==> src/rtl/launch_sequencer.sv <==
// launch_sequencer: countdown controller for the launch program.
// Sequences IDLE -> ARMED -> COUNT -> IGNITE -> LIFTOFF, with an ABORT path.
// Ports:
//   clk, rst_n          system clock, asynchronous active-low reset
//   tick_1hz            one-cycle 1 Hz tick
//   arm_sw              arm switch level
//   launch_btn          one-cycle launch pulse
//   abort_btn           one-cycle abort pulse
//   state               current state code (IDLE=0 .. ABORT=5)
//   count_tens/ones     BCD remaining seconds
//   igniter             high in IGNITE
//   liftoff             high in LIFTOFF
//   abort_led           high in ABORT
//   beep                one-cycle pulse per countdown decrement
module launch_sequencer #(
  parameter int unsigned COUNT_START = 10,
  parameter int unsigned IGNITE_SECS = 2,
  parameter int unsigned ABORT_SECS  = 5
) (
  input  logic       clk,
  input  logic       rst_n,
  input  logic       tick_1hz,
  input  logic       arm_sw,
  input  logic       launch_btn,
  input  logic       abort_btn,
  output logic [2:0] state,
  output logic [3:0] count_tens,
  output logic [3:0] count_ones,
  output logic       igniter,
  output logic       liftoff,
  output logic       abort_led,
  output logic       beep
);

  localparam int unsigned DIGIT_W = 4;
  localparam int unsigned SEC_W   = 4;

  localparam logic [DIGIT_W-1:0] TENS_INIT  = DIGIT_W'(COUNT_START / 10);
  localparam logic [DIGIT_W-1:0] ONES_INIT  = DIGIT_W'(COUNT_START % 10);
  localparam logic [SEC_W-1:0]   IGNITE_END = SEC_W'(IGNITE_SECS);
  localparam logic [SEC_W-1:0]   ABORT_END  = SEC_W'(ABORT_SECS);

  typedef enum logic [2:0] {
    S_IDLE    = 3'd0,
    S_ARMED   = 3'd1,
    S_COUNT   = 3'd2,
    S_IGNITE  = 3'd3,
    S_LIFTOFF = 3'd4,
    S_ABORT   = 3'd5
  } state_t;

  state_t             r_state;
  state_t             w_state_nxt;
  logic [DIGIT_W-1:0] r_tens;
  logic [DIGIT_W-1:0] r_ones;
  logic [DIGIT_W-1:0] w_tens_nxt;
  logic [DIGIT_W-1:0] w_ones_nxt;
  logic [SEC_W-1:0]   r_sec_cnt;
  logic [SEC_W-1:0]   w_sec_nxt;
  logic               w_beep_nxt;
  logic               w_count_is_one;
  logic               r_igniter;
  logic               r_liftoff;
  logic               r_abort_led;
  logic               r_beep;

  assign w_count_is_one = (r_tens == '0) && (r_ones == DIGIT_W'(1));

  // State, counters and indicator registers.
  always_ff @(posedge clk or negedge rst_n) begin
    if (!rst_n) begin
      r_state     <= S_IDLE;
      r_tens      <= TENS_INIT;
      r_ones      <= ONES_INIT;
      r_sec_cnt   <= '0;
      r_igniter   <= 1'b0;
      r_liftoff   <= 1'b0;
      r_abort_led <= 1'b0;
      r_beep      <= 1'b0;
    end else begin
      r_state     <= w_state_nxt;
      r_tens      <= w_tens_nxt;
      r_ones      <= w_ones_nxt;
      r_sec_cnt   <= w_sec_nxt;
      // Indicators follow the next state so they change on the same edge.
      r_igniter   <= (w_state_nxt == S_IGNITE);
      r_liftoff   <= (w_state_nxt == S_LIFTOFF);
      r_abort_led <= (w_state_nxt == S_ABORT);
      r_beep      <= w_beep_nxt;
    end
  end

  // Next-state and counter logic; priority abort > arm low > tick > launch.
  always_comb begin
    w_state_nxt = r_state;
    w_tens_nxt  = r_tens;
    w_ones_nxt  = r_ones;
    w_sec_nxt   = r_sec_cnt;
    w_beep_nxt  = 1'b0;

    case (r_state)
      S_IDLE: begin
        w_tens_nxt = TENS_INIT;
        w_ones_nxt = ONES_INIT;
        if (arm_sw) begin
          w_state_nxt = S_ARMED;
        end
      end

      S_ARMED: begin
        if (abort_btn) begin
          w_state_nxt = S_ABORT;
          w_sec_nxt   = '0;
        end else if (!arm_sw) begin
          w_state_nxt = S_IDLE;
        end else if (launch_btn) begin
          // A coincident tick is deliberately not counted here.
          w_state_nxt = S_COUNT;
        end
      end

      S_COUNT: begin
        if (abort_btn || !arm_sw) begin
          w_state_nxt = S_ABORT;
          w_sec_nxt   = '0;
        end else if (tick_1hz) begin
          w_beep_nxt = 1'b1;
          if (w_count_is_one) begin
            w_ones_nxt  = '0;
            w_state_nxt = S_IGNITE;
            w_sec_nxt   = '0;
          end else if (r_ones == '0) begin
            // BCD borrow from the tens digit.
            w_ones_nxt = DIGIT_W'(9);
            w_tens_nxt = r_tens - DIGIT_W'(1);
          end else begin
            w_ones_nxt = r_ones - DIGIT_W'(1);
          end
        end
      end

      S_IGNITE: begin
        if (abort_btn || !arm_sw) begin
          w_state_nxt = S_ABORT;
          w_sec_nxt   = '0;
        end else if (tick_1hz) begin
          w_sec_nxt = r_sec_cnt + SEC_W'(1);
          if ((r_sec_cnt + SEC_W'(1)) == IGNITE_END) begin
            w_state_nxt = S_LIFTOFF;
          end
        end
      end

      S_LIFTOFF: begin
        if (!arm_sw) begin
          w_state_nxt = S_IDLE;
          w_tens_nxt  = TENS_INIT;
          w_ones_nxt  = ONES_INIT;
        end
      end

      S_ABORT: begin
        // Hold counter saturates at the minimum hold; a second abort is ignored.
        if (r_sec_cnt == ABORT_END) begin
          if (!arm_sw) begin
            w_state_nxt = S_IDLE;
            w_tens_nxt  = TENS_INIT;
            w_ones_nxt  = ONES_INIT;
          end
        end else if (tick_1hz) begin
          w_sec_nxt = r_sec_cnt + SEC_W'(1);
        end
      end

      default: begin
        w_state_nxt = S_IDLE;
      end
    endcase
  end

  assign state      = r_state;
  assign count_tens = r_tens;
  assign count_ones = r_ones;
  assign igniter    = r_igniter;
  assign liftoff    = r_liftoff;
  assign abort_led  = r_abort_led;
  assign beep       = r_beep;

endmodule

==> config.mk <==
export PLATFORM = sky130hd
export DESIGN_NAME = launch_sequencer
export DESIGN_NICKNAME = d
export VERILOG_FILES = /design/src/rtl/launch_sequencer.sv
export SDC_FILE = /design/constraint.sdc
export NUM_CORES = 1
export LEC_CHECK = 0
export ABC_AREA = 1
export BUFFER_PORTS_ARGS = -buffer_cell sky130_fd_sc_hd__buf_2
export CORE_AREA = 2 2 56 53
export CTS_CLUSTER_SIZE = 30
export DETAILED_ROUTE_END_ITERATION = 7
export DIE_AREA = 0 0 58 55
export PLACE_DENSITY = 0.71
export SYNTH_ARGS = -nofsm -noshare
export SYNTH_HDL_FRONTEND = slang
export SYNTH_SLANG_ARGS = --single-unit
==> constraint.sdc <==
create_clock -name clk -period 1.9 [get_ports clk]
set_input_delay 0.38 -clock clk [delete_from_list [all_inputs] [get_ports clk]]
set_output_delay 0.38 -clock clk [all_outputs]
set_load 0.03 [all_outputs]
Word-level counts from Yosys, hierarchy flattened
Index checks and enable logic that the tools add are counted.

operators by class
  $add $sub $neg = 3
  equality and inequality tests = 20
  mux-type cells = 38
  reduce and logical (&&, ||, !) cells = 11

operators with widths
  cell                                                                    number
  4-bit 2-to-1 mux                                                        19
  4-bit case mux with 4 select lines                                      3
  3-bit 2-to-1 mux                                                        12
  3-bit case mux with 6 select lines                                      1
  2-bit != test (second input constant)                                   7
  3-bit equality test (second input constant)                             4
  3-bit by 2-bit equality test with 1-bit output (second input constant)  3
  4-bit logical NOT                                                       2
  4-bit nonzero test                                                      2
  4-bit by 1-bit subtractor with 4-bit output (second input constant)     2
  3-bit != test (second input constant)                                   2
  6-bit AND reduction                                                     1
  5-bit AND reduction                                                     1
  4-bit by 1-bit adder with 4-bit output (second input constant)          1
  4-bit by 1-bit equality test with 1-bit output (second input constant)  1
  4-bit by 2-bit equality test with 1-bit output (second input constant)  1
  4-bit by 3-bit equality test with 1-bit output (second input constant)  1
  4-bit AND reduction                                                     1
  3-bit by 1-bit equality test with 1-bit output (second input constant)  1
  3-bit logical NOT                                                       1
  1-bit 2-to-1 mux                                                        3
  1-bit logical AND                                                       1
  1-bit logical NOT                                                       1
  1-bit logical OR                                                        1

storage, ports and cells
  register bits = 19
  bits of input ports = 6
  output and inout bits = 15
  word-level logic and storage cells = 80

Depth between registers and ports, before layout
Gate-level depths: netlist (run 1).

  depth in word-level cells = 7
  gate-level depth with buffers = 11
  depth with buffers taken out = 11

Worst setup path before layout (run 1)
No wires, ideal clock.

  path type = reg2reg
  start point = register r_tens[0], in the netlist count_tens[0]
  end point = register r_sec_cnt[3]
  arrival = 1.377 ns
  required time = 1.784 ns
  path slack = 0.407 ns
  cell stages (with the launch flop) = 11
  cells stage by stage = dfstp_2 inv_1 ha_1 nand3_1 nor2_1 nand2_1 nand2_1 nand2_2 inv_2 nand2_1 nand2_1

on the way
  word-level cells in the longest chain between the ends = 4

RTL lines
  what                           line  text
  start, declared                54    logic [DIGIT_W-1:0] r_tens;
  start signal, assigned         82    r_tens <= w_tens_nxt;
  4-bit logical NOT              67    assign w_count_is_one = (r_tens == '0) && (r_ones == DIGIT_W'(1));
  1-bit logical AND              67
  3-bit != test (no line)        --
  5-bit AND reduction (no line)  --
  end signal, assigned           84    r_sec_cnt <= w_sec_nxt;
  end, declared                  58    logic [SEC_W-1:0] r_sec_cnt;

No other way between the ends.
A chain may end at the register's enable or synchronous reset.

Worst setup path after layout (run 1)
  start point = register r_sec_cnt[1]
  end point = register r_tens[3], in the netlist count_tens[3]

on the way
  word-level cells in the longest chain between the ends = 3

RTL lines
  what                                            line  text
  4-bit by 3-bit equality test with 1-bit output  164   if (r_sec_cnt == ABORT_END) begin
  2-bit != test (no line)                         --
  6-bit AND reduction (no line)                   --

No other way between the ends.

==> key figures, run 1 <==
Final layout
  • # diodes: 0
  • Fill cell count: 269
  • FF+latch area: 477 sq um
  • Syn-to-layout area delta: 11.0%
  • Fin util: 57.6%
  • Finished Cell Area: 1500 sq um
  • Area of the multi-input gates: 749 sq um
  • Nets@finish: 231
  • Share of layout cells above drive strength 1: 21.4%

GRT
  • Total GRT Usage: 19.8%
  • GR Layer Usage met3: 3.02%
  • Gr busiest metal: met2
  • GRT overflow: 0
  • First-pass GRT wire length: 4820 um
  • Pin count of the biggest net entering global routing: 20
  • M1 GR Usage: 26.0%
  • Antenna violations before repair: 0
  • Vias in the first global route: 1117
  • Met2 global-route usage: 34.5%

Clock network
  • CTS buffer count: 3
  • CTS tree: built
  • H-tree levels: 1
  • CTS Sinks: 19
  • Clock slew at reported path FFs: 0.11 ns
  • Skew-Pair Late Insertion Delay: 0.29 ns
  • Clock buffer depth: 2
  • Cts repair resizes: 0
  • Post-CTS Setup Inserts: 0
  • Hold_buf cts: 0
  • Root Buffer: clkbuf_4

Power and ir drop
  • Pwr dens: 1150 nW/um^2
  • Worst ir drop on vdd: 0.000736 V
  • Pleak: 0.000836 uW

Placed design
  • Placer Congestion: 0.845
  • Post-placement setup slack: 0.277 ns
  • Placed inst area: 1480 sq um
  • Detail Placement HPWL: 2310 um
  • # port buffers: 20

Synthesis
  • Share of the synthesized area in the top cell type: 33.2%
  • Number of synthesized flops with an enable pin: 0
  • Register area share after synthesis: 35.2%
  • Cell Area, Synth: 1360 sq um
  • Count leader, synth: nand2_1
  • Area leader, netlist: dfrtp_1
  • Ys Warns: 0
  • Syn_area_per_cell: 6.84 sq um
  • Async SR Flop Fraction: 100%
  • Synth Instances: 198
  • Largest cells by area after synthesis: dfrtp_1 (33%), nand2_1 (18%), inv_1 (6.1%)
  • Post-synthesis register bit count: 19
  • Most used DFF post-synth: dfrtp_1
  • Most frequent cells after synthesis: nand2_1 (66), inv_1 (22), nor2_1 (19), dfrtp_1 (18), nand3_1 (16)
  • Unique masters post-synth: 27
  • Syn nets: 208

Run status
  • Status: finished, final reports clean

Floorplan
  • Die X: 58 um
  • Core Box Area: 2610 sq um
  • DIE AREA: 3190 sq um
  • Die H: 55 um
  • Initial core utilization: 51.9%
  • Row cnt: 18
  • Boundary pin count: 21

Timing
  • Slew headroom: 70.7%
  • Pins over their slew limit: 0
  • Fin crit period: 1.58 ns
  • RSZ-0062 raised after global routing: false
  • Max Freq: 0.632 GHz
  • Slew @ Worst Pin: 0.439 ns
  • # setup viols final: 0
  • Final WS setup: 0.319 ns
  • Final worst path period share: 83.2%
  • Final Hold Fails: 0
  • TNS Setup: 0 ns
  • Clock skew: 0.00282 ns

Worst setup path
  • CP endpoint kind: flip-flop
  • Most frequent CP cell: nand2_1
  • Setup CP Type: flip-flop to flip-flop
  • CP cell instances: inv_1, ha_1, nand2_1, nor2_2, nand2_1, nand2_2, nand3_4, nor2_4, inv_1, nand2_1, nand2_1
  • Startpoint Class: flip-flop
  • Crit path max-delay family: simple AND/OR/NAND/NOR gates
  • CP arrival: 1.78 ns
  • WP buf/inv: 2
  • Crit path max-delay cell type: dfrtp_1
  • Req. time, crit path: 2.10 ns
  • Crit path largest cell delay: 0.46 ns
  • Critical path fanouts, max: 7

Drt
  • Iter 0 DRT Violations: 46
  • Drt total wl: 2950 um
  • DR vias/cell: 5.14
  • WL/cell: 11.8 um
  • First-pass DRT Iterations: 4
  • DRC: 0
  • Post-route ant nets: 0
  • Vias: 1284

Worst hold path
  • Hold crit path type: primary input to async pin

Job
  • Max Cap Viol: 0
==> worst reg2reg max path, cell delays in order (launching register included) <==
cell	delay, ns
dfrtp_1	0.46
inv_1	0.08
ha_1	0.16
nand2_1	0.07
nor2_2	0.10
nand2_1	0.07
nand2_2	0.09
nand3_4	0.10
nor2_4	0.16
inv_1	0.08
nand2_1	0.07
nand2_1	0.04
==> through the flow <==
step / power [uW] / instances / hold WS (ns)
finish: 1730 / 250 / 0.00348
global route: 1880 / 250 / 0.0191
CTS: 1740 / 250 / 0.00437
detailed placement: 1530 / 246 / 0.343
global placement: 1510 / 246 / 0.333
floorplan: 1320 / 198 / 0.0844
==> where the power goes <==
group          leakage, uW  internal, uW  total [uW]  switching (uW)
Clock            0.0000177          78.4         204             126
Combinational     0.000562           290         930             639
Sequential        0.000256           491         595             104
==> registers in the layout (all words and copies together), names as in the netlist <==
signal / count
abort_led: 1
beep: 1
count_ones: 4
count_tens: 4
igniter: 1
liftoff: 1
r_sec_cnt: 4
state: 3
==> worst paths after layout <==
path	from	end	slack, ns	cells past startpoint
max	r_sec_cnt[1]$_DFFE_PN0P_	count_tens[3]$_DFFE_PN0P_	0.32	11
min	rst_n	r_sec_cnt[1]$_DFFE_PN0P_	0.003	1
max reg2reg	r_sec_cnt[1]$_DFFE_PN0P_	count_tens[3]$_DFFE_PN0P_	0.32	11
min reg2reg	count_tens[0]$_DFFE_PN1P_	count_tens[0]$_DFFE_PN1P_	0.48	2
max in group asynchronous	rst_n	count_tens[0]$_DFFE_PN1P_	1.57	1
min in group clk	launch_btn	state[1]$_DFF_PN0_	0.47	3
==> layout make-up <==
type,instances,area share (%)
Timing Repair Buffer,21,7.15
Sequential cell,19,31.7
Clock inverter,1,0.333
Inverter,28,6.99
Tap cell,30,2.50
Clock buffer,3,1.50
Multi-Input combinational cell,148,49.8
==> routing by layer <==
metal  routed length [um]  vias up  share of wire, %
met5                    0        -                 0
met4                   23        0              0.78
met3                  126        4               4.3
met2                 1450       27                49
met1                 1360      589                46
li1                     -      664                 -
==> cells by family after synthesis <==
logic type | after synthesis | share of synthesized area [%]
DFF | 19 | 35.2
adders and majority gates | 4 | 3.69
buffers and inverters | 31 | 9.51
xor gates and xnor gates | 4 | 2.59
AOI/OAI and AO/OA | 19 | 7.66
and+or+nand+nor | 121 | 41.4
==> layout by cell type, fill, tap and decap left out, types with 2 or more instances in the layout <==
cell	instances
a21oi_1	4
buf_2	20
clkbuf_4	3
dfrtp_1	18
ha_1	4
inv_1	22
inv_2	6
nand2_1	66
nand2_2	3
nand3_1	16
nand3_2	2
nand4_1	3
nor2_1	19
nor2_2	4
nor2_4	4
nor3_1	2
o21ai_0	10
o21ai_1	2
xor2_1	3
Power figures use the tool's default switching activity.
==> inputs of run 2 (changes only) <==
==> config.mk (replaced) <==
export PLATFORM = sky130hd
export DESIGN_NAME = launch_sequencer
export DESIGN_NICKNAME = d
export VERILOG_FILES = /design/src/rtl/launch_sequencer.sv
export SDC_FILE = /design/constraint.sdc
export NUM_CORES = 1
export LEC_CHECK = 0
export ABC_AREA = 0
export BUFFER_PORTS_ARGS = -buffer_cell sky130_fd_sc_hd__buf_2
export CORE_AREA = 2 2 53 50
export CTS_CLUSTER_SIZE = 30
export DETAILED_ROUTE_END_ITERATION = 7
export DIE_AREA = 0 0 55 52
export PLACE_DENSITY = 0.73
export SYNTH_ARGS = -nofsm -noshare
export SYNTH_HDL_FRONTEND = slang
export SYNTH_SLANG_ARGS = --single-unit
==> constraint.sdc (replaced) <==
create_clock -name clk -period 1.6 [get_ports clk]
set_input_delay 0.32 -clock clk [delete_from_list [all_inputs] [get_ports clk]]
set_output_delay 0.32 -clock clk [all_outputs]
set_load 0.03 [all_outputs]
==> run 2 against run 1 <==
Wire length grew 34%. Synthesized area down 10%. Critical path depth fell by 4. The flow now finishes with violations (setup timing). Largest power group unchanged. Clock skew increased by 0.0085 ns. Critical endpoint unchanged.
==> key figures, run 2 <==
Timing
  • Max Freq: 0.511 GHz
  • Clock skew: 0.0113 ns
  • Final Hold Fails: 0
  • # setup viols final: 16
  • Slew @ Worst Pin: 0.425 ns
  • RSZ-0062 raised after global routing: true
  • Slew headroom: 70.9%
  • Final worst path period share: 122%
  • Fin crit period: 1.96 ns
  • Pins over their slew limit: 0
  • Final WS setup: -0.357 ns

Floorplan
  • Boundary pin count: 21
  • Row cnt: 17
  • Die H: 52 um
  • Initial core utilization: 51.9%
  • Core Box Area: 2340 sq um
  • Die X: 55 um
  • DIE AREA: 2860 sq um

Drt
  • DR vias/cell: 5.84
  • Post-route ant nets: 0
  • Top Metal Used: met4
  • DRC: 0
  • Met2 WL: 1950 um
  • WL/cell: 17.5 um
  • Met3 WL: 229 um
  • Routed met1 length: 1730 um
  • Drt total wl: 3950 um
  • Iter 0 DRT Violations: 47
  • First-pass DRT Iterations: 4
  • Vias: 1313

Synthesis
  • Syn nets: 139
  • Register area share after synthesis: 39.2%
  • Most frequent cells after synthesis: dfrtp_1 (18), nand2_1 (9), inv_1 (8), nor2b_1 (8), o21ai_0 (8)
  • Ys Warns: 0
  • Number of synthesized flops with an enable pin: 0
  • XOR/XNOR Fraction of Synth Area: 2.88%
  • Adder-Cell Fraction of Synth Area: 4.12%
  • Largest family of logic cells by synthesized area: simple AND/OR/NAND/NOR gates
  • Area leader, netlist: dfrtp_1
  • Share of the synthesized area in the top cell type: 37.1%
  • Count leader, synth: dfrtp_1
  • Post-Synth Simple-Gate Area: 25.6%
  • Most used DFF post-synth: dfrtp_1
  • Cell Area, Synth: 1210 sq um
  • Unique masters post-synth: 50
  • Post-synthesis compound-gate area fraction: 20.8%
  • Async SR Flop Fraction: 100%
  • Mux share of post-synthesis cell area: 1.85%
  • Syn_area_per_cell: 9.42 sq um
  • Largest cells by area after synthesis: dfrtp_1 (37%), ha_1 (4.1%), nor2b_1 (4.1%)
  • Synth Instances: 129
  • Post-synthesis register bit count: 19

Power and ir drop
  • Sw Ratio: 43.9%
  • Gate power share: 64.2%
  • Reg power frac: 25.4%
  • Pleak: 0.000877 uW
  • Sw Pwr: 1090 uW
  • Clk pwr share: 10.4%
  • Worst ir drop on vdd: 0.00123 V
  • Int Pwr: 1390 uW
  • Pwr dens: 1280 nW/um^2

GRT
  • Antenna violations before repair: 0
  • Vias in the first global route: 1314
  • GRT overflow: 0
  • First-pass GRT wire length: 6130 um
  • Total GRT Usage: 30.6%
  • Pin count of the biggest net entering global routing: 20

Final layout
  • Most common cell after layout, fill and taps aside: buf_4
  • Finished Cell Area: 1940 sq um
  • # diodes: 0
  • Share of layout cells above drive strength 1: 61.9%
  • Syn-to-layout area delta: 60.0%
  • Most frequent cells in the layout: buf_4 (41), buf_2 (20), dfrtp_1 (11)
  • Fin util: 83.1%
  • Nets@finish: 208

Job
  • Max Cap Viol: 0

Worst setup path
  • Worst r2r path cells: 7
  • Setup CP Type: flip-flop to flip-flop
  • Req. time, crit path: 1.81 ns
  • Startpoint Class: flip-flop
  • CP arrival: 2.16 ns
  • Critical path fanouts, max: 2
  • CP endpoint kind: flip-flop

Placed design
  • Placed inst area: 1630 sq um
  • # port buffers: 20
  • Placer Congestion: 0.932
  • Detail Placement HPWL: 2530 um

Clock network
  • Skew-Pair Late Insertion Delay: 0.31 ns
  • CTS tree: built
  • Root Buffer: clkbuf_4
  • CTS buffer count: 3
  • Clock buffer depth: 2
  • Clock slew at reported path FFs: 0.12 ns
  • CTS Sinks: 19
  • H-tree levels: 1

Run status
  • Violated checks: setup timing
  • Status: complete, but fails checks

Worst hold path
  • Hold depth: 4
  • Hold crit path type: primary input to flip-flop
[run 2: cell types whose count changed in the layout (fill, tap and decap cells not counted), sizes merged, moves of 3 or more]
cell / before / now
nand3: 19 / 3
inv: 28 / 8
nor2: 27 / 6
buf: 21 / 68
nand2: 69 / 9
nand2b: 0 / 3
a31oi: 0 / 4
nor2b: 0 / 8
[run 2: final cells by class]
| type | instances | area (sq um) |
|---|---|---|
| multi-input combinational | 97 | 867 |
| inverter | 8 | 30.0 |
| sequential | 19 | 485 |
| timing repair buffer | 69 | 497 |
| clock buffer | 3 | 22.5 |
| tap | 28 | 35.0 |
| fill | 126 | 395 |
| clock inverter | 1 | 7.51 |
[run 2: layer usage]
metal,up-vias,global-route usage [%]
li1,607,-
met1,641,39.3
met2,58,51.4
met3,7,6.32
met4,0,8.13
met5,-,0
[run 2: worst max-delay path, stage by stage (launching register included)]
cell and delay (ns):
dfrtp_1 0.39, inv_1 0.06, ha_2 0.17, nand3b_1 0.11, a311o_1 0.34, a211o_1 0.26
nor4_2 0.15, mux2_2 0.37
[run 2: per-stage QoR]
step / setup slack (ns) / power (uW) / hold WS [ns] / instances / TNS (ns)
after floorplan: -0.413 / 1380 / 0.0244 / 129 / -2.89
after global placement: -0.337 / 1770 / 0.267 / 211 / -2.98
after detailed placement: -0.432 / 1810 / 0.278 / 211 / -3.66
after CTS: -0.368 / 2300 / 0.430 / 223 / -3.13
after global routing: -0.442 / 2620 / 0.426 / 225 / -4.26
final: -0.357 / 2480 / 0.438 / 225 / -3.41
[run 2: logic make-up after synthesis]
family / count (synthesis)
compound gates: 38
xor+xnor: 4
fa+ha+maj: 4
buf+inv: 13
flops: 19
mux: 2
simple gates: 49
[run 2: timing repair]
action,CTS,global route
setup endpoints to repair,18,18
setup buffers,7,4
resized for setup,32,18
hold endpoints to repair,18,0
pin swaps,12,9
hold buffers,1,0
[run 2: final timing paths]
kind / from / endpoint / slack, ns
max in group asynchronous: rst_n / count_ones[0]$_DFFE_PN0P_ / 0.81
worst min-delay path: tick_1hz / r_sec_cnt[2]$_DFFE_PN0P_ / 0.44
worst max register to register: r_sec_cnt[1]$_DFFE_PN0P_ / count_tens[3]$_DFFE_PN0P_ / -0.36
worst max-delay path: r_sec_cnt[1]$_DFFE_PN0P_ / count_tens[3]$_DFFE_PN0P_ / -0.36
min in group asynchronous: rst_n / count_ones[1]$_DFFE_PN0P_ / 0.47
worst min register to register: count_ones[2]$_DFFE_PN0P_ / count_ones[3]$_DFFE_PN0P_ / 0.59
[run 2: power by group through the flow]
stage          registers [uW]  clock network [uW]  logic [uW]
4_1_cts                   627                 256        1420
2_1_floorplan             787                   0         592
3_5_place_dp              632                   0        1180
5_1_grt                   639                 287        1690
3_3_place_gp              629                   0        1140
6_report                  631                 258        1590
==> inputs of run 3 (changes only) <==
--- a/config.mk
+++ b/config.mk
@@ -11,7 +11,7 @@
 export CTS_CLUSTER_SIZE = 30
 export DETAILED_ROUTE_END_ITERATION = 7
 export DIE_AREA = 0 0 55 52
-export PLACE_DENSITY = 0.73
+export PLACE_DENSITY = 0.88
 export SYNTH_ARGS = -nofsm -noshare
 export SYNTH_HDL_FRONTEND = slang
 export SYNTH_SLANG_ARGS = --single-unit
==> run 3 against run 2 <==
The run still ends with setup timing left. Sequential power down 1%. Design area shrank 0.90%. Worst hold slack got worse by 0.030 ns. Sequential share of layout area up 0.23 points. Core utilization fell by 0.75 points. Sequential cell count unchanged. Global-route usage shrank 2.7 points. Critical endpoint unchanged. Highest routed layer unchanged.
==> key figures, run 3 (synthesized netlist as in run 2, its figures left out) <==
Run status
  • Status: complete, but fails checks
  • Violated checks: setup timing

Timing
  • Slew @ Worst Pin: 0.494 ns
  • Final worst path period share: 130%
  • Max Freq: 0.482 GHz
  • Final WS setup: -0.475 ns
  • Clock skew: 0.00697 ns
  • Pins over their slew limit: 0
  • Final Hold Fails: 0
  • Slew headroom: 66.8%
  • # setup viols final: 16
  • RSZ-0062 raised after global routing: true
  • Fin crit period: 2.08 ns

Drt
  • Drt total wl: 3960 um
  • Vias: 1292
  • Post-route ant nets: 0
  • DR vias/cell: 5.87
  • Iter 0 DRT Violations: 40
  • DRC: 0
  • WL/cell: 18.0 um
  • First-pass DRT Iterations: 4

Placed design
  • Placer Congestion: 0.890
  • Dpl cells: 207
  • # port buffers: 20
  • Detail Placement HPWL: 2550 um

Final layout
  • # diodes: 0
  • Share of layout cells above drive strength 1: 59.9%
  • Most frequent cells in the layout: buf_4 (37), buf_2 (20), dfrtp_1 (11)
  • Nets@finish: 203
  • Non-Filler Instances: 220
  • Fin util: 82.4%
  • Most common cell after layout, fill and taps aside: buf_4
  • Syn-to-layout area delta: 58.6%

Worst hold path
  • Hold_sp: tick_1hz
  • Hold Path End: r_sec_cnt[2]$_DFFE_PN0P_
  • Hold crit path type: primary input to flip-flop
  • Hold depth: 4

Power and ir drop
  • Worst ir drop on vdd: 0.00103 V
  • Pleak: 0.000854 uW
  • Pwr dens: 1350 nW/um^2

Floorplan
  • Die X: 55 um
  • Die H: 52 um
  • Row cnt: 17
  • Boundary pin count: 21
  • Initial core utilization: 51.9%
  • Core Box Area: 2340 sq um
  • DIE AREA: 2860 sq um

Job
  • Max Cap Viol: 0

GRT
  • Vias in the first global route: 1223
  • Antenna violations before repair: 0
  • First-pass GRT wire length: 5620 um
  • GRT overflow: 0
  • Pin count of the biggest net entering global routing: 20
  • Total GRT Usage: 27.8%

Worst setup path
  • Critical path fanouts, max: 2
  • Worst r2r path cells: 7
  • R2R setup slack: -0.48 ns
  • Req. time, crit path: 1.80 ns
  • Crit path largest cell delay: 0.40 ns
  • Crit path max-delay cell type: dfrtp_1
  • Crit Reg-Reg Endpoint: count_tens[3]$_DFFE_PN0P_
  • CP endpoint kind: flip-flop
  • Setup CP Type: flip-flop to flip-flop
  • Startpoint Class: flip-flop
  • CP arrival: 2.28 ns
  • Worst r2r src: r_sec_cnt[1]$_DFFE_PN0P_
  • CP cell instances: inv_1, ha_2, nand3b_1, a311o_1, a211o_1, nor4_2, mux2_2

Clock network
  • Clock slew at reported path FFs: 0.12 ns
  • Root Buffer: clkbuf_4
  • Clock buffer depth: 2
  • H-tree levels: 1
  • CTS tree: built
  • CTS buffer count: 3
  • CTS Sinks: 19
  • Skew-Pair Late Insertion Delay: 0.31 ns
run 3: where the power goes:
group / total [uW] / internal (uW) / leakage, uW / switching (uW)
Clock: 261 / 97.7 / 0.0000150 / 163
Sequential: 623 / 568 / 0.000246 / 54.8
Combinational: 1710 / 791 / 0.000594 / 919
run 3: cell type report:
type | instances | area [sq um]
Inverter | 8 | 30.0
Timing Repair Buffer | 64 | 455
Fill cell | 146 | 413
Sequential cell | 19 | 485
Multi-Input combinational cell | 97 | 895
Clock buffer | 4 | 26.3
Tap cell | 28 | 35.0
run 3: worst max-delay path, delay by kind of cell (launching register included):
family / cells / cell delay [ns]
muxes: 1 / 0.37
AOI/OAI and AO/OA: 2 / 0.64
DFF: 1 / 0.40
buffers and inverters: 1 / 0.06
and+or+nand+nor: 2 / 0.31
adders and majority gates: 1 / 0.17
run 3: worst max path at each step:
stage	startpoint	end	slack, ns	depth (start not counted)
6_report	r_sec_cnt[1]$_DFFE_PN0P_	count_tens[3]$_DFFE_PN0P_	-0.48	7
5_1_grt	r_sec_cnt[1]$_DFFE_PN0P_	count_tens[3]$_DFFE_PN0P_	-0.53	7
4_1_cts	r_sec_cnt[1]$_DFFE_PN0P_	count_tens[3]$_DFFE_PN0P_	-0.39	7
3_5_place_dp	r_sec_cnt[1]$_DFFE_PN0P_	count_tens[3]$_DFFE_PN0P_	-0.43	7
3_3_place_gp	r_sec_cnt[1]$_DFFE_PN0P_	count_tens[3]$_DFFE_PN0P_	-0.33	7
2_1_floorplan	state[0]$_DFF_PN0_	count_tens[3]$_DFFE_PN0P_	-0.41	6
run 3: metrics by stage:
stage	total power (uW)	hold slack [ns]	setup slack (ns)	instance area, sq um	setup TNS, ns
floorplan	1380	0.0244	-0.413	1240	-2.89
global placement	1740	0.278	-0.329	1600	-2.61
detailed placement	1790	0.283	-0.433	1600	-3.75
CTS	2260	0.412	-0.388	1780	-3.92
global route	2710	0.460	-0.527	1930	-4.94
finish	2590	0.408	-0.475	1930	-3.94
run 3: routing by layer:
| metal | track usage, % | up-vias | wire length [um] |
|---|---|---|---|
| li1 | - | 604 | - |
| met1 | 34.2 | 621 | 1570 |
| met2 | 47.6 | 57 | 2100 |
| met3 | 6.90 | 10 | 231 |
| met4 | 7.32 | 0 | 65 |
| met5 | 0 | - | 0 |
run 3: repair_timing:
| action | CTS | global route |
|---|---|---|
| endpoints found under the hold margin | 18 | 0 |
| pin swaps | 8 | 15 |
| hold buffers | 1 | 0 |
| buffers inserted | 6 | 4 |
| resized for setup | 25 | 27 |
| setup endpoints to repair | 17 | 17 |
